**src/rtl/sdram_access_sched_if.sv**
```systemverilog
// ============================================================================
// Module      : sdram_access_sched_if
// Description : Request/grant/refresh bundle between the SDRAM data paths and
//               the access scheduler.
// Revision    : 1.0 - initial release
// ============================================================================
`default_nettype none

interface sdram_access_sched_if #(
  parameter int PEND_WIDTH = 4
);
  logic                  i_init_done;
  logic                  i_wr_req;
  logic                  i_rd_req;
  logic                  i_done;
  logic                  o_wr_gnt;
  logic                  o_rd_gnt;
  logic                  o_ref_cmd;
  logic                  o_busy;
  logic [PEND_WIDTH-1:0] o_ref_pend;
  logic                  o_ref_ovf;

  modport master (
    output i_init_done, i_wr_req, i_rd_req, i_done,
    input  o_wr_gnt, o_rd_gnt, o_ref_cmd, o_busy, o_ref_pend, o_ref_ovf
  );

  modport slave (
    input  i_init_done, i_wr_req, i_rd_req, i_done,
    output o_wr_gnt, o_rd_gnt, o_ref_cmd, o_busy, o_ref_pend, o_ref_ovf
  );
endinterface

`default_nettype wire

```
**src/rtl/sdram_access_sched.sv**
```systemverilog
// ============================================================================
// Module      : sdram_access_sched
// Description : Arbitrates the SDRAM command bus between write bursts, read
//               bursts and auto-refresh, with an urgent-refresh override.
// Revision    : 1.0 - initial release
// ============================================================================
`default_nettype none

module sdram_access_sched #(
  parameter int REF_INTERVAL  = 780,
  parameter int PEND_WIDTH    = 4,
  parameter int URGENT_THRESH = 4,
  parameter int T_RC          = 7
) (
  input  wire logic            i_clk,
  input  wire logic            i_rst_n,
  sdram_access_sched_if.slave  sched_bus
);

  localparam logic [2:0] S_IDLE     = 3'd0;
  localparam logic [2:0] S_GNT_WR   = 3'd1;
  localparam logic [2:0] S_GNT_RD   = 3'd2;
  localparam logic [2:0] S_REFRESH  = 3'd3;
  localparam logic [2:0] S_REF_WAIT = 3'd4;

  localparam int                    c_WCW       = $clog2(T_RC);
  localparam logic [15:0]           c_TIMER_MAX = 16'(REF_INTERVAL - 1);
  localparam logic [PEND_WIDTH-1:0] c_PEND_MAX  = {PEND_WIDTH{1'b1}};
  localparam logic [PEND_WIDTH-1:0] c_URGENT    = PEND_WIDTH'(URGENT_THRESH);
  localparam logic [c_WCW-1:0]      c_WAIT_LAST = c_WCW'(T_RC - 2);

  logic [2:0]            r_state;
  logic [2:0]            w_state_nxt;
  logic [15:0]           r_timer;
  logic [PEND_WIDTH-1:0] r_pend;
  logic                  r_ovf;
  logic                  r_last_wr;
  logic [c_WCW-1:0]      r_wait;
  logic                  w_tick;
  logic                  w_ref;
  logic                  w_sat;

  assign w_tick = sched_bus.i_init_done && (r_timer == c_TIMER_MAX);
  assign w_ref  = (r_state == S_REFRESH);
  assign w_sat  = (r_pend == c_PEND_MAX);

  always_ff @(posedge i_clk or negedge i_rst_n) begin
    if (!i_rst_n) begin
      r_timer <= '0;
    end else if (!sched_bus.i_init_done || w_tick) begin
      r_timer <= '0;
    end else begin
      r_timer <= r_timer + 16'd1;
    end
  end

  // A tick and a refresh in the same cycle cancel; a tick at saturation is lost.
  always_ff @(posedge i_clk or negedge i_rst_n) begin
    if (!i_rst_n) begin
      r_pend <= '0;
      r_ovf  <= 1'b0;
    end else if (!sched_bus.i_init_done) begin
      r_pend <= '0;
    end else begin
      if (w_tick && w_sat)
        r_ovf <= 1'b1;
      if (w_tick && !w_ref && !w_sat)
        r_pend <= r_pend + PEND_WIDTH'(1);
      else if (!w_tick && w_ref && (r_pend != '0))
        r_pend <= r_pend - PEND_WIDTH'(1);
    end
  end

  always_comb begin
    w_state_nxt = r_state;
    if (!sched_bus.i_init_done) begin
      w_state_nxt = S_IDLE;
    end else begin
      case (r_state)
        S_IDLE: begin
          if (r_pend >= c_URGENT)
            w_state_nxt = S_REFRESH;
          else if (sched_bus.i_wr_req && sched_bus.i_rd_req)
            w_state_nxt = r_last_wr ? S_GNT_RD : S_GNT_WR;
          else if (sched_bus.i_wr_req)
            w_state_nxt = S_GNT_WR;
          else if (sched_bus.i_rd_req)
            w_state_nxt = S_GNT_RD;
          else if (r_pend != '0)
            w_state_nxt = S_REFRESH;
        end
        S_GNT_WR, S_GNT_RD: begin
          if (sched_bus.i_done)
            w_state_nxt = S_IDLE;
        end
        S_REFRESH:  w_state_nxt = S_REF_WAIT;
        S_REF_WAIT: begin
          if (r_wait == c_WAIT_LAST)
            w_state_nxt = S_IDLE;
        end
        default:    w_state_nxt = S_IDLE;
      endcase
    end
  end

  always_ff @(posedge i_clk or negedge i_rst_n) begin
    if (!i_rst_n) begin
      r_state   <= S_IDLE;
      r_last_wr <= 1'b0;
      r_wait    <= '0;
    end else begin
      r_state <= w_state_nxt;
      // An aborted burst does not count as served.
      if (sched_bus.i_init_done && sched_bus.i_done) begin
        if (r_state == S_GNT_WR)
          r_last_wr <= 1'b1;
        else if (r_state == S_GNT_RD)
          r_last_wr <= 1'b0;
      end
      if (r_state == S_REFRESH)
        r_wait <= '0;
      else if (r_state == S_REF_WAIT)
        r_wait <= r_wait + c_WCW'(1);
    end
  end

  assign sched_bus.o_wr_gnt   = (r_state == S_GNT_WR);
  assign sched_bus.o_rd_gnt   = (r_state == S_GNT_RD);
  assign sched_bus.o_ref_cmd  = w_ref;
  assign sched_bus.o_busy     = (r_state != S_IDLE);
  assign sched_bus.o_ref_pend = r_pend;
  assign sched_bus.o_ref_ovf  = r_ovf;

endmodule

`default_nettype wire

```
**src/flat_wrapper.sv**
```systemverilog
// flat-port wrapper written by rule: the top's interface ports become plain ports
module sdram_access_sched_flat 
#(
  parameter int REF_INTERVAL  = 780,
  parameter int PEND_WIDTH    = 4,
  parameter int URGENT_THRESH = 4,
  parameter int T_RC          = 7
)
  (i_clk, i_rst_n, sched_bus_i_init_done, sched_bus_i_wr_req, sched_bus_i_rd_req, sched_bus_i_done, sched_bus_o_wr_gnt, sched_bus_o_rd_gnt, sched_bus_o_ref_cmd, sched_bus_o_busy, sched_bus_o_ref_pend, sched_bus_o_ref_ovf);
  sdram_access_sched_if #(.PEND_WIDTH(PEND_WIDTH)) sched_bus_i ();
  input  wire logic i_clk;
  input  wire logic i_rst_n;
  input wire logic [$bits(sched_bus_i.i_init_done)-1:0] sched_bus_i_init_done;
  input wire logic [$bits(sched_bus_i.i_wr_req)-1:0] sched_bus_i_wr_req;
  input wire logic [$bits(sched_bus_i.i_rd_req)-1:0] sched_bus_i_rd_req;
  input wire logic [$bits(sched_bus_i.i_done)-1:0] sched_bus_i_done;
  output wire logic [$bits(sched_bus_i.o_wr_gnt)-1:0] sched_bus_o_wr_gnt;
  output wire logic [$bits(sched_bus_i.o_rd_gnt)-1:0] sched_bus_o_rd_gnt;
  output wire logic [$bits(sched_bus_i.o_ref_cmd)-1:0] sched_bus_o_ref_cmd;
  output wire logic [$bits(sched_bus_i.o_busy)-1:0] sched_bus_o_busy;
  output wire logic [$bits(sched_bus_i.o_ref_pend)-1:0] sched_bus_o_ref_pend;
  output wire logic [$bits(sched_bus_i.o_ref_ovf)-1:0] sched_bus_o_ref_ovf;
  assign sched_bus_i.i_init_done = sched_bus_i_init_done;
  assign sched_bus_i.i_wr_req = sched_bus_i_wr_req;
  assign sched_bus_i.i_rd_req = sched_bus_i_rd_req;
  assign sched_bus_i.i_done = sched_bus_i_done;
  assign sched_bus_o_wr_gnt = sched_bus_i.o_wr_gnt;
  assign sched_bus_o_rd_gnt = sched_bus_i.o_rd_gnt;
  assign sched_bus_o_ref_cmd = sched_bus_i.o_ref_cmd;
  assign sched_bus_o_busy = sched_bus_i.o_busy;
  assign sched_bus_o_ref_pend = sched_bus_i.o_ref_pend;
  assign sched_bus_o_ref_ovf = sched_bus_i.o_ref_ovf;
  sdram_access_sched #(.REF_INTERVAL(REF_INTERVAL), .PEND_WIDTH(PEND_WIDTH), .URGENT_THRESH(URGENT_THRESH), .T_RC(T_RC)) u_core (.i_clk(i_clk), .i_rst_n(i_rst_n), .sched_bus(sched_bus_i));
endmodule
```
**config.mk**
```make
export PLATFORM = sky130hd
export DESIGN_NAME = sdram_access_sched_flat
export DESIGN_NICKNAME = d
export VERILOG_FILES = /design/src/rtl/sdram_access_sched_if.sv /design/src/rtl/sdram_access_sched.sv /design/src/flat_wrapper.sv
export SDC_FILE = /design/constraint.sdc
export NUM_CORES = 1
export LEC_CHECK = 0
export ABC_AREA = 0
export CAP_MARGIN = 20
export CELL_PAD_IN_SITES_DETAIL_PLACEMENT = 0
export CELL_PAD_IN_SITES_GLOBAL_PLACEMENT = 2
export CORE_MARGIN = 5
export CORE_UTILIZATION = 25
export DETAILED_ROUTE_END_ITERATION = 12
export PLACE_DENSITY = 0.62
export SYNTH_ARGS = -nofsm -noshare
export SYNTH_HDL_FRONTEND = slang
export SYNTH_SLANG_ARGS = --single-unit
```
**constraint.sdc**
```tcl
create_clock -name i_clk -period 5.6 [get_ports i_clk]
set_clock_uncertainty 0.2 [all_clocks]
set_input_delay 0.84 -clock i_clk [delete_from_list [all_inputs] [get_ports i_clk]]
set_output_delay 0.84 -clock i_clk [all_outputs]
set_load 0.01 [all_outputs]
```
==> out/metrics.csv, run 1 <==
stage,metric,value,unit
run_status,status,"finished, final reports clean",
cells_and_area,Final Instance Count excl. Fillers,259,
floorplanning,# IOs,15,
cells_and_area,Util after Layout,30.1,%
setup_path,required time worst endpoint,5.61,ns
timing,period utilization,60.2,%
global_route,Total GRT Usage,8.63,%
floorplanning,die width,90.4,um
route,drt wl/cell,13.4,um
timing,RSZ-0062 raised after global routing,false,
clock_tree,# resized after CTS,0,
floorplanning,Initial Util,25.6,%
clock_tree,CTS sink cnt,28,
route,DRT Pass-1 Iters,4,
pwr,Switch Pwr,122,uW
floorplanning,Die ar.,8170,um^2
route,DRC violations left,0,
timing,# setup viols final,0,
timing,Total Neg Setup Slack,0,ns
pwr,worst vdd ir,0.000105,V
cells_and_area,"commonest non-fill, non-tap cell in the layout",dfrtp_1,
synth,mean post-synth cell area,9.61,um^2
clock_tree,CTS buffer count,3,
cells_and_area,ANT cells,0,
synth,Mapped Area,1620,um^2
synth,"Top FF cell, synth",dfrtp_1,
place,dpl cells,255,
clock_tree,Max clock buf depth,2,
pwr,sequential power share,49.9,%
route,Detail Route Antenna Nets,0,
clock_tree,Clock Pin Slew Worst Setup and Hold Paths,0.11,ns
synth,Syn. warnings,0,
cells_and_area,Layout Nets,195,
route,vias,1237,
global_route,largest net degree at the start of global routing,29,
setup_path,R2R Setup Slk,2.36,ns
pwr,Cell Pwr Density,246,nW/um^2
pwr,clock power share,34.7,%
setup_path,Crit. End Element,flip-flop,
route,Vias/cell,4.78,
cells_and_area,area grow syn2layout,17.6,%
setup_path,Worst setup SP type,input pin,
timing,Final Hold Fails,0,
synth,"Distinct cells, synth",46,
timing,maximum clock rate,297,MHz
timing,max-slew violations,0,
pwr,Int Power,346,uW
cells_and_area,layout cells sized above 1,7.14,%
timing,fin crit period,3.37,ns
cells_and_area,sequential cell area,701,um^2
clock_tree,Post-CTS Setup Bufs,0,
setup_path,CP max FO,14,
clock_tree,TritonCTS clock tree,yes,
min_path,Hold EP,u_core.sched_bus.o_ref_ovf,
synth,Mapped Cells,168,
pwr,Comb power frac,15.3,%
clock_tree,clk_lat worst skew,0.28,ns
clock_tree,hold_buf cts,0,
synth,#FFs+latches synth,28,
timing,Worst Slack Setup Final,2.23,ns
global_route,first-pass GRT wire length,5960,um
run,max_cap viols,0,
pwr,Leak,0.000804,uW
global_route,vias in the first global route,1202,
place,DP HPWL,2500,um
synth,"EDFF count, synth",0,
clock_tree,CTS Root Cell,clkbuf_8,
route,Post-Route WL,3460,um
min_path,hold depth,1,
cells_and_area,"commonest non-fill, non-tap cells in the layout","28 x dfrtp_1, 21 x nor2_1, 16 x nand2_1",
pwr,Sw Share,26.0,%
cells_and_area,FILL cells,659,
cells_and_area,area of the multi-input gates,850,um^2
timing,Worst slew margin,59.8,%
floorplanning,core area,6310,um^2
floorplanning,# rows,29,
setup_path,crit path DAT,3.38,ns
min_path,Worst Min Path Start,u_core.sched_bus.o_ref_ovf,
timing,Least-Margin Pin Slew,0.598,ns
synth,synthesized net count,180,
route,drt first-iter violations,43,
synth,"Async S/R FF share, synth",100,%
place,Port Buf Inserts,14,
setup_path,worst r2r dst,u_core.sched_bus.o_ref_pend[3],
place,pre-CTS setup slack,1.92,ns
synth,"Seq/Total Area, Yosys",43.4,%
place,Final Wtd Congestion,0.692,
floorplanning,chip height,90.4,um
setup_path,crit path kind,input pin to flip-flop,
setup_path,worst r2r src,u_core.r_timer[0],
global_route,total grt overflow,0,
clock_tree,H-tree depth,1,
setup_path,Reg2Reg Depth,9,
min_path,HP Class,flip-flop to flip-flop,
global_route,initial antenna violation count,0,
## cell type report
class                      count  area share [%]
multi-input combinational    126            44.7
sequential                    28            36.9
timing repair buffer          15            7.77
tap                           77            5.07
clock buffer                   3            2.17
inverter                       9            1.78
clock inverter                 1            1.58
## logic make-up (layout without fill, tap and decap cells)
group           after synthesis  after routing  share of synthesized area, %
simple gates                 84             84                          29.8
xor+xnor                     14             14                          7.59
compound gates               20             20                          8.06
flops                        28             28                          43.4
fa+ha+maj                     6              6                          5.11
mux                           2              2                          2.01
buf+inv                      14             28                          4.03
## power groups by stage
stage	registers, uW	clock network, uW	logic, uW
global placement	236	0	70.3
global route	236	176	82.0
detailed placement	237	0	73.0
finish	233	162	71.7
floorplan	230	0	45.6
CTS	233	170	73.6
## through the flow
stage	cell area, um^2	power, uW	hold WS [ns]
floorplan	1620	276	0.278
finish	1900	467	0.317
global placement	1830	307	0.285
detailed placement	1830	310	0.287
CTS	1900	476	0.317
global route	1900	494	0.354
## critical path, stage by stage
cell and delay, ns:
clkdlybuf4s50_1 0.75, and4_1 0.52, inv_2 0.08, ha_1 0.27, a21o_1 0.18, a21oi_1 0.26
mux2i_4 0.28, mux2i_1 0.21
## sequential cells by signal, summed over array words and instances (netlist names)
| register | cells |
|---|---|
| u_core.sched_bus.o_ref_pend | 4 |
| u_core.r_timer | 16 |
| u_core.r_state | 3 |
| u_core.sched_bus.o_ref_ovf | 1 |
| u_core.r_last_wr | 1 |
| u_core.r_wait | 3 |
## routing by layer
metal | vias up | GRT usage [%] | wire [um]
met5 | - | 0 | 0
met4 | 0 | 1.12 | 16
met3 | 2 | 2.67 | 163
met2 | 22 | 13.8 | 1580
met1 | 603 | 11.7 | 1690
li1 | 610 | - | -
## cells in the mapped netlist, types with 3 or more instances
master     n  area (um^2)
nor2b_1    4         25.0
nand2b_1   3         18.8
and3_1     4         25.0
nand2_1   16         60.1
xor2_1     7         61.3
inv_1      8         30.0
nand4_1    5         31.3
xnor2_1    7         61.3
dfrtp_1   28          701
ha_1       5         62.6
nor3_1     5         25.0
a21oi_1    6         30.0
or3_1      3         18.8
nor2_1    21         78.8
nand3_1    7         35.0
## how the worst max path moves through the flow
stage                           from                        endpoint  depth (start not counted)
2_1_floorplan      u_core.r_timer[0]  u_core.sched_bus.o_ref_pend[3]                         10
6_report       sched_bus_i_init_done  u_core.sched_bus.o_ref_pend[3]                          8
3_3_place_gp   sched_bus_i_init_done  u_core.sched_bus.o_ref_pend[3]                          8
3_5_place_dp   sched_bus_i_init_done  u_core.sched_bus.o_ref_pend[3]                          8
4_1_cts        sched_bus_i_init_done  u_core.sched_bus.o_ref_pend[3]                          8
5_1_grt        sched_bus_i_init_done  u_core.sched_bus.o_ref_pend[3]                          8
Power figures use the tool's default switching activity.
==> run 2: changes to the inputs <==
- clock period: 5.6 -> 3.1 ns (I/O delays scaled with it)
==> run 2 against run 1 <==
  * Critical path depth rose by 1
  * Routed wire length up 5.2%
  * Combinational power increased by 80%
  * Largest power group unchanged
==> out/metrics.csv, run 2 (synthesis gave the netlist of run 1 again) <==
stage,metric,value,unit,change
run_status,status,"finished, final reports clean",,
clock_tree,Clock Pin Slew Worst Setup and Hold Paths,0.10,ns,about the same
route,drt first-iter violations,37,,-14%
cells_and_area,Largest register FFs,16,,unchanged
setup_path,delay of the slowest cell on the worst path,0.46,ns,-0.29 ns
setup_path,cell family with most CP delay,simple AND/OR/NAND/NOR gates,,
global_route,vias in the first global route,1244,,+3.5%
timing,maximum clock rate,365,MHz,
pwr,sequential power share,56.0,%,+6.1 points
floorplanning,core area,6310,um^2,unchanged
route,Post-Route WL,3640,um,+5.2%
setup_path,crit path kind,flip-flop to flip-flop,,
global_route,Total GRT Usage,9.16,%,+0.53 points
route,DRC violations left,0,,unchanged
timing,Worst Slack Setup Final,0.359,ns,-1.87 ns
route,DRT Pass-1 Iters,4,,unchanged
place,DP HPWL,2680,um,+6.9%
clock_tree,CTS buffer count,3,,unchanged
timing,# setup viols final,0,,unchanged
place,Port Buf Inserts,14,,unchanged
timing,Worst slew margin,59.0,%,-0.77 points
pwr,Sw Share,28.4,%,+2.3 points
setup_path,CP max FO,5,,-9
place,Final Wtd Congestion,0.758,,+9.5%
timing,fin crit period,2.74,ns,
setup_path,worst path buffer plus inverter count,1,,-1
floorplanning,Die ar.,8170,um^2,unchanged
timing,period utilization,88.4,%,
pwr,Int Power,539,uW,+56%
cells_and_area,area grow syn2layout,17.9,%,
cells_and_area,ANT cells,0,,unchanged
pwr,Comb power frac,17.1,%,+1.8 points
global_route,first-pass GRT wire length,6240,um,+4.7%
floorplanning,# rows,29,,unchanged
clock_tree,hold_buf cts,0,,unchanged
cells_and_area,layout cells sized above 1,9.24,%,+2.1 points
floorplanning,chip height,90.4,um,unchanged
setup_path,cells along the critical path,"nor4_2, and3_1, and4_1, inv_2, ha_1, a21o_1, a21oi_1, mux2i_4, mux2i_1",,
cells_and_area,Biggest register,u_core.r_timer,,
run,max_cap viols,0,,unchanged
floorplanning,# IOs,15,,unchanged
setup_path,Worst setup SP type,flip-flop,,
cells_and_area,Layout Nets,198,,+1.5%
route,vias,1249,,+0.97%
clock_tree,clk_lat worst skew,0.27,ns,about the same
clock_tree,Max clock buf depth,2,,unchanged
global_route,largest net degree at the start of global routing,29,,unchanged
pwr,Cell Pwr Density,395,nW/um^2,+61%
route,Detail Route Antenna Nets,0,,unchanged
clock_tree,CTS Root Cell,clkbuf_8,,
pwr,Leak,0.000806,uW,+0.27%
cells_and_area,"commonest non-fill, non-tap cell in the layout",dfrtp_1,,
setup_path,Crit. End Element,flip-flop,,
clock_tree,# resized after CTS,0,,unchanged
floorplanning,die width,90.4,um,unchanged
clock_tree,H-tree depth,1,,unchanged
cells_and_area,FILL cells,679,,+3.0%
setup_path,Critical-path top delay cell,dfrtp_1,,
clock_tree,Post-CTS Setup Bufs,0,,unchanged
cells_and_area,"commonest non-fill, non-tap cells in the layout","28 x dfrtp_1, 21 x nor2_1, 16 x nand2_1",,
place,dpl cells,258,,+1.2%
clock_tree,TritonCTS clock tree,yes,,
route,drt wl/cell,13.9,um,+4.4%
min_path,HP Class,flip-flop to flip-flop,,
pwr,worst vdd ir,0.000167,V,+60%
route,Vias/cell,4.79,,+0.20%
place,pre-CTS setup slack,0.253,ns,-1.67 ns
cells_and_area,Final Instance Count excl. Fillers,261,,+0.77%
timing,max-slew violations,0,,unchanged
floorplanning,Initial Util,25.6,%,unchanged
timing,Total Neg Setup Slack,0,ns,unchanged
global_route,initial antenna violation count,0,,unchanged
timing,RSZ-0062 raised after global routing,false,,
setup_path,required time worst endpoint,3.11,ns,-2.50 ns
timing,Least-Margin Pin Slew,0.609,ns,+0.0115 ns
pwr,Switch Pwr,213,uW,+75%
setup_path,crit path DAT,2.75,ns,-0.63 ns
timing,Final Hold Fails,0,,unchanged
setup_path,R2R Setup Slk,0.36,ns,-2.00 ns
global_route,total grt overflow,0,,unchanged
clock_tree,CTS sink cnt,28,,unchanged
pwr,clock power share,26.9,%,-7.8 points
run 2: final timing paths:
path                                             from                        endpoint  cells past startpoint
max reg2reg                         u_core.r_timer[7]  u_core.sched_bus.o_ref_pend[3]                      9
min reg2reg                u_core.sched_bus.o_ref_ovf      u_core.sched_bus.o_ref_ovf                      1
max in group asynchronous                     i_rst_n               u_core.r_timer[9]                      2
min                        u_core.sched_bus.o_ref_ovf      u_core.sched_bus.o_ref_ovf                      1
min in group asynchronous                     i_rst_n                u_core.r_wait[2]                      2
max                                 u_core.r_timer[7]  u_core.sched_bus.o_ref_pend[3]                      9
run 2: layout make-up:
| type | count | area [um^2] | area share, % |
|---|---|---|---|
| Timing Repair Buffer | 18 | 170 | 8.94 |
| Clock buffer | 3 | 41.3 | 2.17 |
| Tap cell | 77 | 96.3 | 5.06 |
| Multi-Input combinational cell | 126 | 862 | 45.3 |
| Sequential cell | 28 | 701 | 36.8 |
| Inverter | 9 | 33.8 | 1.77 |
run 2: stage by stage:
stage	hold slack (ns)	util [%]	power, uW	area [um^2]
3_3_place_gp	0.281	29.3	556	1850
6_report	0.310	30.2	753	1900
5_1_grt	0.352	30.2	802	1900
2_1_floorplan	-0.0306	-	498	1620
3_5_place_dp	0.288	29.3	561	1850
4_1_cts	0.315	30.0	769	1890
run 2: layer usage:
| metal | track usage [%] | vias up | share of wire, % |
|---|---|---|---|
| li1 | - | 613 | - |
| met1 | 11.8 | 620 | 48 |
| met2 | 15.5 | 14 | 48 |
| met3 | 2.50 | 2 | 3.1 |
| met4 | 1.49 | 0 | 0.52 |
| met5 | 0 | - | 0 |
run 2: power by group through the flow:
| stage | logic (uW) | clock network [uW] | registers, uW |
|---|---|---|---|
| after floorplan | 82.5 | 0 | 415 |
| final | 129 | 203 | 422 |
| after global routing | 148 | 227 | 427 |
| after CTS | 133 | 214 | 422 |
| after global placement | 129 | 0 | 427 |
| after detailed placement | 132 | 0 | 429 |
==> run 3: changes to the inputs <==
- PLACE_DENSITY: 0.62 -> 0.64
- clock period: 3.1 -> 2.39 ns (I/O delays scaled with it)
==> run 3 against run 2 <==
  * Hold slack worse by 0.048 ns
  * Clock power up 87%
  * Sequential cell count unchanged
  * Design area up 13%
  * Setup slack worse by 0.45 ns
  * Global-route usage up 0.26 points
  * Die area unchanged
  * Count of clock-buffer cells in the layout unchanged
  * Critical path type unchanged
  * The flow now finishes with violations (negative setup slack)
  * Utilization up 3.9 points
  * First-iteration DRC count up 22%
==> out/metrics.csv, run 3 (synthesis gave the netlist of run 1 again) <==
stage,metric,value,unit,change
floorplanning,# rows,29,,unchanged
cells_and_area,FILL cells,650,,-4.3%
timing,# setup viols final,1,,+1
floorplanning,chip height,90.4,um,unchanged
route,DRC violations left,0,,unchanged
timing,Worst Slack Setup Final,-0.0862,ns,-0.446 ns
cells_and_area,ANT cells,0,,unchanged
timing,Final Hold Fails,0,,unchanged
route,Detail Route Antenna Nets,0,,unchanged
pwr,clock power share,34.0,%,+7.1 points
min_path,HP Class,input pin to asynchronous set/reset pin,,
pwr,Comb power frac,18.2,%,+1.1 points
cells_and_area,"commonest non-fill, non-tap cells in the layout","28 x dfrtp_1, 27 x buf_4, 21 x nor2_1",,
pwr,Switch Pwr,290,uW,+36%
route,Vias/cell,4.72,,-1.4%
global_route,first-pass GRT wire length,6480,um,+3.8%
global_route,largest net degree at the start of global routing,29,,unchanged
cells_and_area,layout cells sized above 1,21.6,%,+12 points
run_status,status,"finished, violations left",,
run,max_cap viols,0,,unchanged
clock_tree,hold_buf cts,0,,unchanged
cells_and_area,Biggest register,u_core.r_timer,,
place,Port Buf Inserts,14,,unchanged
route,drt wl/cell,13.4,um,-4.0%
setup_path,worst r2r src,u_core.r_timer[4],,
pwr,Cell Pwr Density,519,nW/um^2,+31%
pwr,worst vdd ir,0.000252,V,+51%
global_route,total grt overflow,0,,unchanged
place,DP HPWL,2940,um,+10%
run_status,failing checks,negative setup slack,,
place,DP Area,2070,um^2,+12%
setup_path,worst r2r dst,u_core.sched_bus.o_ref_pend[3],,
setup_path,crit path DAT,2.49,ns,-0.26 ns
place,Final Wtd Congestion,0.729,,-3.9%
cells_and_area,sequential cell area,701,um^2,unchanged
cells_and_area,Layout Nets,221,,+12%
route,DRT Pass-1 Iters,4,,unchanged
timing,RSZ-0062 raised after global routing,true,,
timing,Least-Margin Pin Slew,0.568,ns,-0.0411 ns
cells_and_area,area grow syn2layout,33.1,%,
timing,maximum clock rate,404,MHz,+11%
place,pre-CTS setup slack,-0.135,ns,-0.388 ns
floorplanning,die width,90.4,um,unchanged
setup_path,CP max FO,2,,-3
route,Post-Route WL,3810,um,+4.9%
timing,max-slew violations,0,,unchanged
clock_tree,CTS sink cnt,28,,unchanged
setup_path,Reg2Reg Depth,9,,unchanged
clock_tree,clk_lat worst skew,0.28,ns,about the same
cells_and_area,Largest register FFs,16,,unchanged
floorplanning,# IOs,15,,unchanged
clock_tree,Max clock buf depth,2,,unchanged
pwr,total power,1120,uW,+48%
setup_path,cell family with most CP delay,simple AND/OR/NAND/NOR gates,,
setup_path,crit path kind,flip-flop to flip-flop,,
pwr,Sw Share,26.0,%,-2.4 points
setup_path,Critical-path top delay cell,dfrtp_1,,
cells_and_area,area of the multi-input gates,902,um^2,+4.6%
setup_path,R2R Setup Slk,-0.09,ns,-0.45 ns
global_route,Total GRT Usage,9.42,%,+0.26 points
timing,fin crit period,2.48,ns,-0.264 ns
floorplanning,Initial Util,25.6,%,unchanged
floorplanning,Die ar.,8170,um^2,unchanged
clock_tree,Clock Pin Slew Worst Setup and Hold Paths,0.10,ns,about the same
pwr,sequential power share,47.8,%,-8.2 points
setup_path,delay of the slowest cell on the worst path,0.42,ns,-0.04 ns
setup_path,cells along the critical path,"nor4b_4, and3_1, and4_4, inv_4, ha_4, a21o_1, a21oi_2, mux2i_4, mux2i_1",,
floorplanning,core area,6310,um^2,unchanged
timing,period utilization,104,%,+15 points
cells_and_area,post-route design area,2150,um^2,+13%
cells_and_area,"commonest non-fill, non-tap cell in the layout",dfrtp_1,,
setup_path,worst path buffer plus inverter count,1,,unchanged
pwr,Int Power,827,uW,+53%
global_route,initial antenna violation count,0,,unchanged
setup_path,critical path depth in cells,9,,unchanged
route,drt first-iter violations,45,,+22%
timing,Total Neg Setup Slack,-0.0862,ns,-0.0862 ns
clock_tree,CTS buffer count,3,,unchanged
clock_tree,CTS Root Cell,clkbuf_8,,
global_route,vias in the first global route,1375,,+11%
setup_path,Crit. End Element,flip-flop,,
setup_path,required time worst endpoint,2.40,ns,-0.71 ns
clock_tree,TritonCTS clock tree,yes,,
clock_tree,H-tree depth,1,,unchanged
setup_path,Worst setup SP type,flip-flop,,
timing,Worst slew margin,62.0,%,+3.0 points
timing,WHS,0.263,ns,-0.0477 ns
route,vias,1345,,+7.7%
pwr,Leak,0.000945,uW,+17%
==> run 3: cell types whose count changed in the layout (fill, tap and decap cells not counted), sizes merged <==
cell    previous run  this run
bufinv             0         1
buf                4        27
==> run 3: layout make-up <==
type	instances	share of cell area [%]
clock inverter	1	1.40
sequential	28	32.6
tap	77	4.48
inverter	9	1.69
clock buffer	3	1.92
multi-input combinational	126	42.0
timing repair buffer	41	15.9
==> run 3: worst max-delay path by stage <==
stage	slack [ns]	from	endpoint
6_report	-0.09	u_core.r_timer[4]	u_core.sched_bus.o_ref_pend[3]
5_1_grt	-0.20	u_core.r_timer[4]	u_core.sched_bus.o_ref_pend[3]
4_1_cts	-0.12	u_core.r_timer[4]	u_core.sched_bus.o_ref_pend[3]
3_5_place_dp	-0.13	u_core.r_timer[5]	u_core.sched_bus.o_ref_pend[3]
3_3_place_gp	-0.05	u_core.r_timer[5]	u_core.sched_bus.o_ref_pend[3]
2_1_floorplan	-0.05	u_core.r_timer[7]	u_core.sched_bus.o_ref_pend[3]
==> run 3: power by group through the flow <==
stage / sequential (uW) / clock (uW) / combinational [uW]
final: 534 / 380 / 203
after detailed placement: 545 / 0 / 204
after global routing: 538 / 413 / 226
after CTS: 535 / 390 / 206
after floorplan: 540 / 0 / 108
after global placement: 540 / 0 / 198
==> run 3: per-layer routing <==
metal | track usage [%] | wire [um] | up-vias
li1 | - | - | 667
met1 | 11.7 | 1740 | 656
met2 | 16.2 | 1910 | 18
met3 | 2.25 | 134 | 4
met4 | 2.73 | 35 | 0
met5 | 0 | 0 | -
==> run 3: timing repair <==
item,CTS,global route
buffers inserted,0,0
gates resized for setup,1,1
setup endpoints to repair,1,3
pin swaps,1,0
==> run 3: stage by stage <==
| step | utilization [%] | instances |
|---|---|---|
| floorplan | - | 168 |
| global placement | 32.7 | 281 |
| detailed placement | 32.7 | 281 |
| CTS | 33.9 | 285 |
| global route | 34.0 | 285 |
| finish | 34.0 | 285 |
